$ cat config.mk
export PLATFORM = sky130hd
export DESIGN_NAME = sb_game_ctrl
export DESIGN_NICKNAME = d
export VERILOG_FILES = /design/src/rtl/sb_game_ctrl.sv
export SDC_FILE = /design/constraint.sdc
export NUM_CORES = 1
export LEC_CHECK = 0
export ABC_AREA = 1
export BUFFER_PORTS_ARGS = -buffer_cell sky130_fd_sc_hd__buf_2
export CAP_MARGIN = 20
export CORE_MARGIN = 3
export CORE_UTILIZATION = 50
export CTS_BUF_LIST = sky130_fd_sc_hd__clkbuf_8
export CTS_CLUSTER_SIZE = 40
export DETAILED_ROUTE_END_ITERATION = 16
export GPL_TIMING_DRIVEN = 0
export PLACE_DENSITY = 0.79
export SETUP_SLACK_MARGIN = 0.2
export SLEW_MARGIN = 15
export SYNTH_ARGS = -nofsm -noshare
export SYNTH_HDL_FRONTEND = slang
export SYNTH_SLANG_ARGS = --single-unit
$ cat constraint.sdc
create_clock -name clk -period 4.2 [get_ports clk]
set_input_delay 0.42 -clock clk [delete_from_list [all_inputs] [get_ports clk]]
set_output_delay 0.42 -clock clk [all_outputs]
set_load 0.1 [all_outputs]
$ cat src/rtl/sb_game_ctrl.sv
// -----------------------------------------------------------------------------
// sb_game_ctrl
//  Game sequencer for the small-ball game. Takes goal/lose events from the
//  display and drives run/serve, the ball and bar speeds, and the score, lives
//  and level counters. The FSM steps through IDLE -> SERVE (countdown) -> PLAY
//  -> OVER (hold) -> IDLE.
//
//  Optional feature macro: SBG_PAUSE_EN
//   When defined, adds a `pause` level input. A rising edge of `pause` in PLAY
//   freezes the game (run=0, goal/lose ignored, state output stays PLAY). The
//   next rising edge of `pause` resumes play.
//
//  Ports
//   clk            system clock
//   rst            synchronous reset, active-high
//   frame_tick     1-cycle pulse once per video frame
//   start          level input; only its rising edge is used
//   hard           hard mode, captured on IDLE->SERVE
//   goal / lose    1-cycle event pulses from the display
//   pause          (SBG_PAUSE_EN only) pause toggle, rising-edge sensitive
//   bar_move_speed user bar speed
//   run            high in PLAY (and not paused)
//   serve          1-cycle pulse on SERVE->PLAY
//   ball_speed     min(1 + level + (hard_q ? 2 : 0), 15), combinational
//   bar_speed      bar_move_speed with 0 forced to 1, combinational
//   score          goals this game, saturating
//   lives          remaining lives
//   level          current level, 0..MAX_LEVEL
//   game_over      high in OVER
//   state          IDLE=0, SERVE=1, PLAY=2, OVER=3
// -----------------------------------------------------------------------------
module sb_game_ctrl #(
  parameter int LIVES_INIT   = 3,
  parameter int SCORE_W      = 14,
  parameter int LEVEL_STEP   = 10,
  parameter int MAX_LEVEL    = 7,
  parameter int SERVE_FRAMES = 60,
  parameter int OVER_FRAMES  = 180
) (
  input  logic               clk,
  input  logic               rst,
  input  logic               frame_tick,
  input  logic               start,
  input  logic               hard,
  input  logic               goal,
  input  logic               lose,
`ifdef SBG_PAUSE_EN
  input  logic               pause,
`endif
  input  logic [3:0]         bar_move_speed,
  output logic               run,
  output logic               serve,
  output logic [3:0]         ball_speed,
  output logic [3:0]         bar_speed,
  output logic [SCORE_W-1:0] score,
  output logic [1:0]         lives,
  output logic [2:0]         level,
  output logic               game_over,
  output logic [1:0]         state
);

  typedef enum logic [1:0] {
    IDLE  = 2'd0,
    SERVE = 2'd1,
    PLAY  = 2'd2,
    OVER  = 2'd3
  } state_t;

  // One frame counter serves both the SERVE countdown and the OVER hold.
  localparam int FC_MAX = (SERVE_FRAMES > OVER_FRAMES) ? SERVE_FRAMES : OVER_FRAMES;
  localparam int FC_W   = (FC_MAX > 2) ? $clog2(FC_MAX) : 1;
  localparam int LC_W   = (LEVEL_STEP > 2) ? $clog2(LEVEL_STEP) : 1;

  localparam logic [FC_W-1:0]    SERVE_LAST = FC_W'(SERVE_FRAMES - 1);
  localparam logic [FC_W-1:0]    OVER_LAST  = FC_W'(OVER_FRAMES - 1);
  localparam logic [LC_W-1:0]    LVL_LAST   = LC_W'(LEVEL_STEP - 1);
  localparam logic [2:0]         LEVEL_TOP  = 3'(MAX_LEVEL);
  localparam logic [SCORE_W-1:0] SCORE_TOP  = '1;

  state_t            state_q, state_d;
  logic              start_q;
  logic              hard_q;
  logic [FC_W-1:0]   frame_cnt;
  logic [LC_W-1:0]   lvl_cnt;

  logic              rise;
  logic              play_active;
  logic              goal_ev, lose_ev;
  logic              game_start, serve_d, fc_clr, fc_inc;
  logic              paused_q, paused_d;

  assign rise = start & ~start_q;

`ifdef SBG_PAUSE_EN
  logic pause_q;

  always_ff @(posedge clk) begin
    if (rst) begin
      pause_q  <= 1'b0;
      paused_q <= 1'b0;
    end else begin
      pause_q  <= pause;
      paused_q <= paused_d;
    end
  end

  // Pause toggles only while in PLAY; leaving PLAY always clears it.
  always_comb begin
    paused_d = paused_q;
    if (state_q == PLAY && pause && !pause_q) paused_d = ~paused_q;
    if (state_d != PLAY) paused_d = 1'b0;
  end
`else
  assign paused_q = 1'b0;
  assign paused_d = 1'b0;
`endif

  assign play_active = (state_q == PLAY) && !paused_q;
  // A simultaneous lose wins: the goal in that cycle is dropped.
  assign goal_ev     = play_active & goal & ~lose;
  assign lose_ev     = play_active & lose;

  // State register.
  always_ff @(posedge clk) begin
    // NOTE: clocked state uses non-blocking assignments so every register
    // samples the pre-edge values, independent of statement order.
    if (rst) state_q <= IDLE;
    else     state_q <= state_d;
  end

  // Next-state and per-cycle control strobes.
  always_comb begin
    // NOTE: every signal gets a default before the case so no path leaves a
    // value unassigned, which would otherwise infer a latch.
    state_d    = state_q;
    game_start = 1'b0;
    serve_d    = 1'b0;
    fc_clr     = 1'b0;
    fc_inc     = 1'b0;
    unique case (state_q)
      IDLE: begin
        if (rise) begin
          state_d    = SERVE;
          game_start = 1'b1;
        end
      end
      SERVE: begin
        if (frame_tick) begin
          if (frame_cnt == SERVE_LAST) begin
            state_d = PLAY;
            serve_d = 1'b1;
            fc_clr  = 1'b1;
          end else begin
            fc_inc = 1'b1;
          end
        end
      end
      PLAY: begin
        if (lose_ev) begin
          state_d = (lives == 2'd1) ? OVER : SERVE;
          fc_clr  = 1'b1;
        end
      end
      OVER: begin
        if (frame_tick) begin
          if (frame_cnt == OVER_LAST) begin
            state_d = IDLE;
            fc_clr  = 1'b1;
          end else begin
            fc_inc = 1'b1;
          end
        end
      end
      default: state_d = IDLE;
    endcase
  end

  // Datapath and registered outputs.
  always_ff @(posedge clk) begin
    if (rst) begin
      start_q   <= 1'b0;
      hard_q    <= 1'b0;
      frame_cnt <= '0;
      lvl_cnt   <= '0;
      score     <= '0;
      lives     <= 2'd0;
      level     <= 3'd0;
      run       <= 1'b0;
      serve     <= 1'b0;
      game_over <= 1'b0;
    end else begin
      start_q   <= start;
      run       <= (state_d == PLAY) && !paused_d;
      serve     <= serve_d;
      game_over <= (state_d == OVER);

      if (fc_clr || game_start) frame_cnt <= '0;
      else if (fc_inc)          frame_cnt <= frame_cnt + 1'b1;

      if (game_start) begin
        score   <= '0;
        level   <= 3'd0;
        lvl_cnt <= '0;
        hard_q  <= hard;
        lives   <= hard ? 2'd1 : 2'(LIVES_INIT);
      end

      if (goal_ev) begin
        if (score != SCORE_TOP) score <= score + 1'b1;
        if (lvl_cnt == LVL_LAST) begin
          lvl_cnt <= '0;
          if (level != LEVEL_TOP) level <= level + 3'd1;
        end else begin
          lvl_cnt <= lvl_cnt + 1'b1;
        end
      end

      if (lose_ev) lives <= lives - 2'd1;
    end
  end

  // Speeds: sum in 5 bits so the clamp sees any overflow past 15.
  logic [4:0] speed_sum;
  assign speed_sum  = 5'd1 + {2'b00, level} + (hard_q ? 5'd2 : 5'd0);
  assign ball_speed = (speed_sum > 5'd15) ? 4'd15 : speed_sum[3:0];
  assign bar_speed  = (bar_move_speed == 4'd0) ? 4'd1 : bar_move_speed;

  assign state = state_q;

endmodule

; ---- Word level (Yosys, flattened, before mapping)
; Index checks and enable logic that the tools add are counted.
[totals]
inputBits = 11
regBits = 38
[classes]
muxes = 37
bitwise_logic = 7
n_addsub = 7
eq_ne = 11
n_lt_le_gt_ge = 1
n_reduce_logical = 7
[op_table]
columns = op, n
row1 = $mux W14, 3
row2 = $mux W2, 11
row3 = $mux W4, 5
row4 = $add A14 B1 Y14 const B, 1
row5 = $ne A14 B14 Y1 const B, 1
row6 = $mux W3, 4
row7 = $mux W1, 11
row8 = $add A8 B1 Y8 const B, 1
row9 = $eq A2 B2 Y1 const B, 4
row10 = $eq A8 B6 Y1 const B, 1
row11 = $eq A8 B8 Y1 const B, 1
row12 = $pmux W2 S4, 1
row13 = $add A4 B2 Y5, 1
row14 = $gt A5 B4 Y1 const B, 1
row15 = $add A1 B3 Y4 const A, 1
row16 = $add A4 B1 Y4 const B, 1
row17 = $and A1 B1 Y1, 4
row18 = $eq A2 B1 Y1 const B, 2
row19 = $eq A4 B4 Y1 const B, 1
row20 = $logic_not A4 Y1, 1
row21 = $reduce_bool A2 Y1, 2
row22 = $reduce_or A2 Y1, 2
row23 = $add A3 B1 Y3 const B, 1
row24 = $ne A3 B3 Y1 const B, 1
row25 = 6 further kinds, 8

; ---- Logic depth before layout (Yosys ltp)
; Gate-level depths: netlist (run 1).
[depth]
depth_word = 8
mapped_depth = 11

; ---- Worst setup path before layout (run 1)
; Ideal clock, no wire load.
[synth_timing]
path_type = register to output
from = register level[0]
to = output port ball_speed[2]
setup_slack_ns = 0.976
arrival_time_ns = 2.804
stages_incl_launch_ff = 3
cell_sequence = dfxtp_1 fa_1 xor2_1
[synth_via]
elab_chain_len = 4
[synth_rtl]
columns = element, line_no
row1 = "start, declared", 57  ; output logic [2:0] level,
row2 = "start signal, assigned", 212  ; if (level != LEVEL_TOP) level <= level + 3'd1;
row3 = $add A1 B3 Y4 *, 224  ; assign speed_sum = 5'd1 + {2'b00, level} + (hard_q ? 5'd2 : 5'd0);
row4 = $add A4 B2 Y5 *, 224
row5 = $gt A5 B4 Y1, 225  ; assign ball_speed = (speed_sum > 5'd15) ? 4'd15 : speed_sum[3:0];
row6 = $mux W4 *, 225
row7 = "end, declared", 53  ; output logic [3:0] ball_speed,
; Every way passes the cells marked *; elsewhere a longest branch is shown, timed or not.

; ---- Worst setup path after layout (run 1)
[layout_timing]
from = register level[0]
to = output port ball_speed[1]
; Same word-level chain as after synthesis.

==> results of run 1 <==
layer usage:
metal,global-route usage,vias to the layer above,part of all wire
met2,0.3386,61,0.46
li1,-,1215,-
met5,0,-,0
met1,0.2745,1036,0.47
met3,0.03830,9,0.059
met4,0.08652,0,0.017
state kept, by name, indices dropped and copies added, names as in the netlist, 2 cells and up:
name       cells
frame_cnt      8
score         14
state          2
lvl_cnt        4
level          3
lives          2
per-stage QoR:
stage / total power [mW] / area, sq um
after detailed placement: 0.4570 / 2575
final: 0.8374 / 2718
after floorplan: 0.4362 / 2300
after global placement: 0.4555 / 2575
after global routing: 0.8626 / 2718
after CTS: 0.8445 / 2718
power groups by stage:
stage | Combinational, mW | Clock (mW) | Sequential, mW
after floorplan | 0.0468 | 0 | 0.389
after global placement | 0.0798 | 0 | 0.376
after detailed placement | 0.0812 | 0 | 0.376
after CTS | 0.0813 | 0.396 | 0.367
after global routing | 0.0868 | 0.408 | 0.368
final | 0.0813 | 0.389 | 0.367
placed cells by master (no fill, tap or decap), drive strengths merged:
master  Yosys  final
nand2      92     92
nor2       56     56
inv        49     49
buf         4     46
dfxtp      38     38
nand3      22     22
o21ai      21     21
nand4      15     15
a21oi      15     15
clkbuf      5     11
ha          8      8
nor3        8      8
xor2        3      3
nand3b      3      3
o21a        2      2
a211oi      2      2
bufinv      0      2
or2         1      1
clkinv      1      1
a21o        1      1
and2        1      1
xnor2       1      1
fa          1      1
worst max-delay path, cell delays in order (launching register included):
cell and delay (ps):
dfxtp_1 380, fa_1 550, clkbuf_1 80, buf_2 410
Yosys cell counts, drive strengths merged:
master	n
o21a	2
nor2	56
nand3	22
and2	1
nand3b	3
or2	1
fa	1
xor2	3
nor3	8
clkbuf	5
a21oi	15
ha	8
o21ai	21
nand4	15
clkinv	1
nand2	92
a21o	1
xnor2	1
a211oi	2
buf	4
inv	49
dfxtp	38
cells by family (layout without fill, tap and decap cells):
group,Yosys count,in the layout,share of synthesized area
xor gates and xnor gates,4,4,0.01524
AOI/OAI and AO/OA,41,41,0.09629
DFF,38,38,0.3308
buffers and inverters,59,109,0.1012
and+or+nand+nor,198,198,0.4042
adders and majority gates,9,9,0.05223
final timing paths:
path,cells after the start,end,start,slack [ps]
worst min register to register,2,lvl_cnt[1],lvl_cnt[1],500
worst min-delay path,3,start_q,start,360
worst max register to register,8,score[10],score[0],2410
worst max-delay path,3,ball_speed[1],level[0],2060
area by class of cell:
type | instances | area (sq um) | area share
multi-input cells | 252 | 1306 | 0.4807
flip-flops and latches | 38 | 760.7 | 0.2799
repair buffers | 42 | 210.2 | 0.07735
inverters | 50 | 187.7 | 0.06906
clock buffers | 6 | 82.58 | 0.03039
well taps | 52 | 65.06 | 0.02394
clock inverters | 2 | 60.06 | 0.02210
plain buffers | 9 | 45.04 | 0.01657
==> results.txt, run 1 <==
run status - complete, no violations
fmax - 466.4 MHz
layout cells sized above 1 - 0.1980
Setup TNS - 0 ps
non-filler cells, final - 451
TritonCTS Buffers - 5
die area - 5449 sq um
WL final - 5376 um
Layout Nets - 418
DIE WIDTH - 73.82 um
Syn Nets - 369
final hold slack - 355.1 ps
clock power share - 0.464
htree depth - 2
vias in the first global route - 2017
maximum root-to-sink buffer count - 2
Routed Antenna Nets - 0
combinational share of power - 0.097
cells after synthesis - 349
RSZ-0062 raised after global routing - false
Switching Fraction - 0.2438
cts hold-fix bufs - 0
initial antenna violation count - 0
dpl ws - 2373 ps
CTS tree - built
Synth top area share - 0.3308
port bufs - 42
Max Clock Skew - 4.817 ps
Clock Latency Late Sink - 300 ps
largest area contributor in the netlist - dfxtp_1
post-CTS setup buffer count - 0
maxcap violations - 0
antenna cells - 0
# setup viols final - 0
Synth Register Bits - 38
FILL cells - 409
clk slew on worst S/H paths - 80 ps
worst vdd ir - 169.1 uV
count of final hold-check violations - 0
crit-path max FO - 6
Yosys Warn Count - 0
Final Slew Violations - 0
P_leak - 1.292 nW
global placement routability congestion - 0.8853
dpl hpwl - 3889 um
wire length per cell - 11.92 um
PwrDens - 308.1 nW/um^2
post-layout util - 0.6199
critical path class - flip-flop to output port
Core Region - 4384 sq um
DRC viols - 0
Tightest Pin Transition - 565.9 ps
global-route usage over all layers - 0.2102
clk root buf - clkbuf_8
period utilization - 0.5105
Int Power - 0.6333 mW
DRT Pass-1 Iters - 5
mapped cell area - 2300 sq um
first-pass GRT wire length - 9004 um
placed insts - 443
io pins - 43
crit path launch type - flip-flop
worst setup margin - 2056 ps
CTS sink count - 38
switching pwr - 0.2041 mW
largest net degree at the start of global routing - 13
Via-to-Cell Ratio - 5.146
Slew headroom - 0.6214
Final min period - 2144 ps
number of DRC markers in iteration 0 - 155
CTS resizes - 0
largest cells by area after synthesis - dfxtp_1 (33%), nand2_1 (14%), nor2_1 (7.7%)
via count - 2321
sequential power share - 0.439
Worst setup EP type - output port
# rows - 24
sequential area share after synthesis - 0.3308
Hold Crit Class - primary input to flip-flop
Initial Util - 0.5245
Synth cell types - 33
Worst EP arrival - 1720 ps
Layout area overhead - 18.17%
die height - 73.82 um
syn_area_per_cell - 6.589 sq um
worst path required time - 3780 ps
total gr overflow - 0
Note: power is estimated with default switching activity, not from simulation.
==> run 2: changes to the inputs <==
- clock period: 4.2 -> 2 ns (I/O delays scaled with it)
==> run 2 against run 1 <==
Against the previous run:
- worst hold slack lost 220 ps
- via count grew 0.86%
- count of clock-buffer cells in the layout fell by 1
- die area unchanged
- clock power increased by 33%
- sequential cell count did not move
- routed wire length grew 1.2%
- sequential power is 110% higher
- first-iteration DRC count up 16%
- non-clock buffer count unchanged
- total power increased by 74%
- critical path type unchanged
- highest routed layer unchanged
==> results.txt, run 2 (synthesis results as in run 1) <==
run status - complete, no violations
Layout area overhead - 19.26%
worst path required time - 1800 ps (-1980 ps)
FILL cells - 395 (-3.4%)
P_leak - 1.287 nW (-0.38%)
clk root buf - clkbuf_8
Core Region - 4384 sq um (unchanged)
setup slack, reg-to-reg - 340 ps (-2070 ps)
maximum root-to-sink buffer count - 2 (unchanged)
Layout Nets - 418 (unchanged)
slowest stage delay, CP - 510 ps (-40 ps)
DRC viols - 0 (unchanged)
layout cells sized above 1 - 0.2531 (+0.05514)
TritonCTS Buffers - 5 (unchanged)
global-route usage over all layers - 0.2112 (+0.001009)
clk slew on worst S/H paths - 80 ps (about the same)
Worst setup EP type - output port
Slew headroom - 0.6660 (+0.04462)
Tot Pwr - 1.460 mW (+74%)
Reg-to-Reg Start - score[0]
CTS tree - built
CTS sink count - 38 (unchanged)
Via-to-Cell Ratio - 5.191 (+0.86%)
Setup TNS - 0 ps (unchanged)
most common library cell in the layout ignoring fill and taps - nand2_1
# rows - 24 (unchanged)
total gr overflow - 0 (unchanged)
RSZ-0062 raised after global routing - false
CP cell instances - fa_1 > xor2_4 > buf_6
PwrDens - 532.3 nW/um^2 (+73%)
final hold slack - 139.1 ps (-215.9 ps)
Tightest Pin Transition - 501.0 ps (-64.83 ps)
largest registers - score: 14 flops, frame_cnt: 8 flops, lvl_cnt: 4 flops
count of final hold-check violations - 0 (unchanged)
Hold Crit Class - primary input to flip-flop
area of placed instances - 2626 sq um (+2.0%)
Design Area, Final - 2743 sq um (+0.92%)
Reg2Reg Capture Point - score[10]
Final Slew Violations - 0 (unchanged)
first-pass GRT wire length - 9039 um (+0.39%)
period utilization - 0.8799
# setup viols final - 0 (unchanged)
maxcap violations - 0 (unchanged)
port bufs - 42 (unchanged)
largest net degree at the start of global routing - 13 (unchanged)
Final min period - 1760 ps
wire length per cell - 12.07 um (+1.2%)
Routed Antenna Nets - 0 (unchanged)
DRT Pass-1 Iters - 4 (-1)
crit-path max FO - 6 (unchanged)
cts hold-fix bufs - 0 (unchanged)
crit path launch type - flip-flop
via count - 2341 (+0.86%)
worst reg2reg path depth - 8 (unchanged)
fmax - 568.3 MHz
dpl ws - 279.4 ps (-2094 ps)
Clock Latency Late Sink - 290 ps (about the same)
Initial Util - 0.5245 (unchanged)
most frequent cells in the layout - nand2_1 (87), inv_1 (46), nor2_1 (46), buf_2 (43), dfxtp_1 (19)
htree depth - 2 (unchanged)
Critical path origin - level[0]
die area - 5449 sq um (unchanged)
antenna cells - 0 (unchanged)
Max Clock Skew - 7.155 ps (+2.337 ps)
max FFs per register - 14 (unchanged)
WL final - 5442 um (+1.2%)
vias in the first global route - 2085 (+3.4%)
number of DRC markers in iteration 0 - 180 (+16%)
crit path to - ball_speed[2]
worst setup margin - 240.2 ps (-1816 ps)
global placement routability congestion - 0.8967 (+1.3%)
io pins - 43 (unchanged)
die height - 73.82 um (unchanged)
Worst EP arrival - 1560 ps (-160 ps)
worst vdd ir - 407.0 uV (+140%)
dpl hpwl - 4051 um (+4.1%)
critical path class - flip-flop to output port
DIE WIDTH - 73.82 um (unchanged)
initial antenna violation count - 0 (unchanged)
Crit-path slowest cell - fa_1
register with the most flip-flops - score
==> run 2: critical path, delay by kind of cell (launching register included) <==
family / cells / cell delay (ps)
buffers and inverters: 1 / 240
adder cells (fa/ha/maj): 1 / 510
flip-flops: 1 / 360
XOR/XNOR: 1 / 160
==> run 2: worst min path at each step <==
| stage | from | end | cells past startpoint |
|---|---|---|---|
| 5_1_grt | start | start_q | 3 |
| 6_report | start | start_q | 3 |
| 3_3_place_gp | start | start_q | 3 |
| 3_5_place_dp | start | start_q | 3 |
| 4_1_cts | start | start_q | 3 |
| 2_1_floorplan | start | start_q | 2 |
==> run 2: metrics by stage <==
stage,util,instances
finish,0.6256,451
CTS,0.6199,451
global route,0.6256,451
floorplan,-,349
detailed placement,0.5990,443
global placement,0.5990,443
==> run 2: per-layer routing <==
layer | vias to the layer above | GRT usage | part of all wire
met5 | - | 0 | 0
met1 | 1050 | 0.2733 | 0.45
met4 | 0 | 0.07847 | 0.016
met3 | 10 | 0.04104 | 0.067
li1 | 1209 | - | -
met2 | 72 | 0.3455 | 0.47
==> run 2: where the power goes <==
group	switching, mW	total [mW]	leakage, nW	internal, mW
Combinational	0.137	0.174	0.921	0.0371
Clock	0.277	0.517	0.0493	0.241
Sequential	0.00795	0.769	0.317	0.761
==> run 2: final cells by class <==
| cell class | count | area (sq um) | share of cell area |
|---|---|---|---|
| Timing Repair Buffer | 42 | 222.7 | 0.08120 |
| Multi-Input combinational cell | 252 | 1345 | 0.4904 |
| Inverter | 50 | 187.7 | 0.06843 |
| Buffer | 9 | 46.29 | 0.01688 |
| Sequential cell | 38 | 789.5 | 0.2879 |
| Tap cell | 52 | 65.06 | 0.02372 |
| Clock inverter | 3 | 17.52 | 0.006387 |
| Clock buffer | 5 | 68.82 | 0.02509 |
==> run 2: repair_timing <==
item                       4_1_cts  5_1_grt
buffers inserted                 0        0
gates cloned                     0        0
setup endpoints to repair        2        8
gates resized for setup          2        5
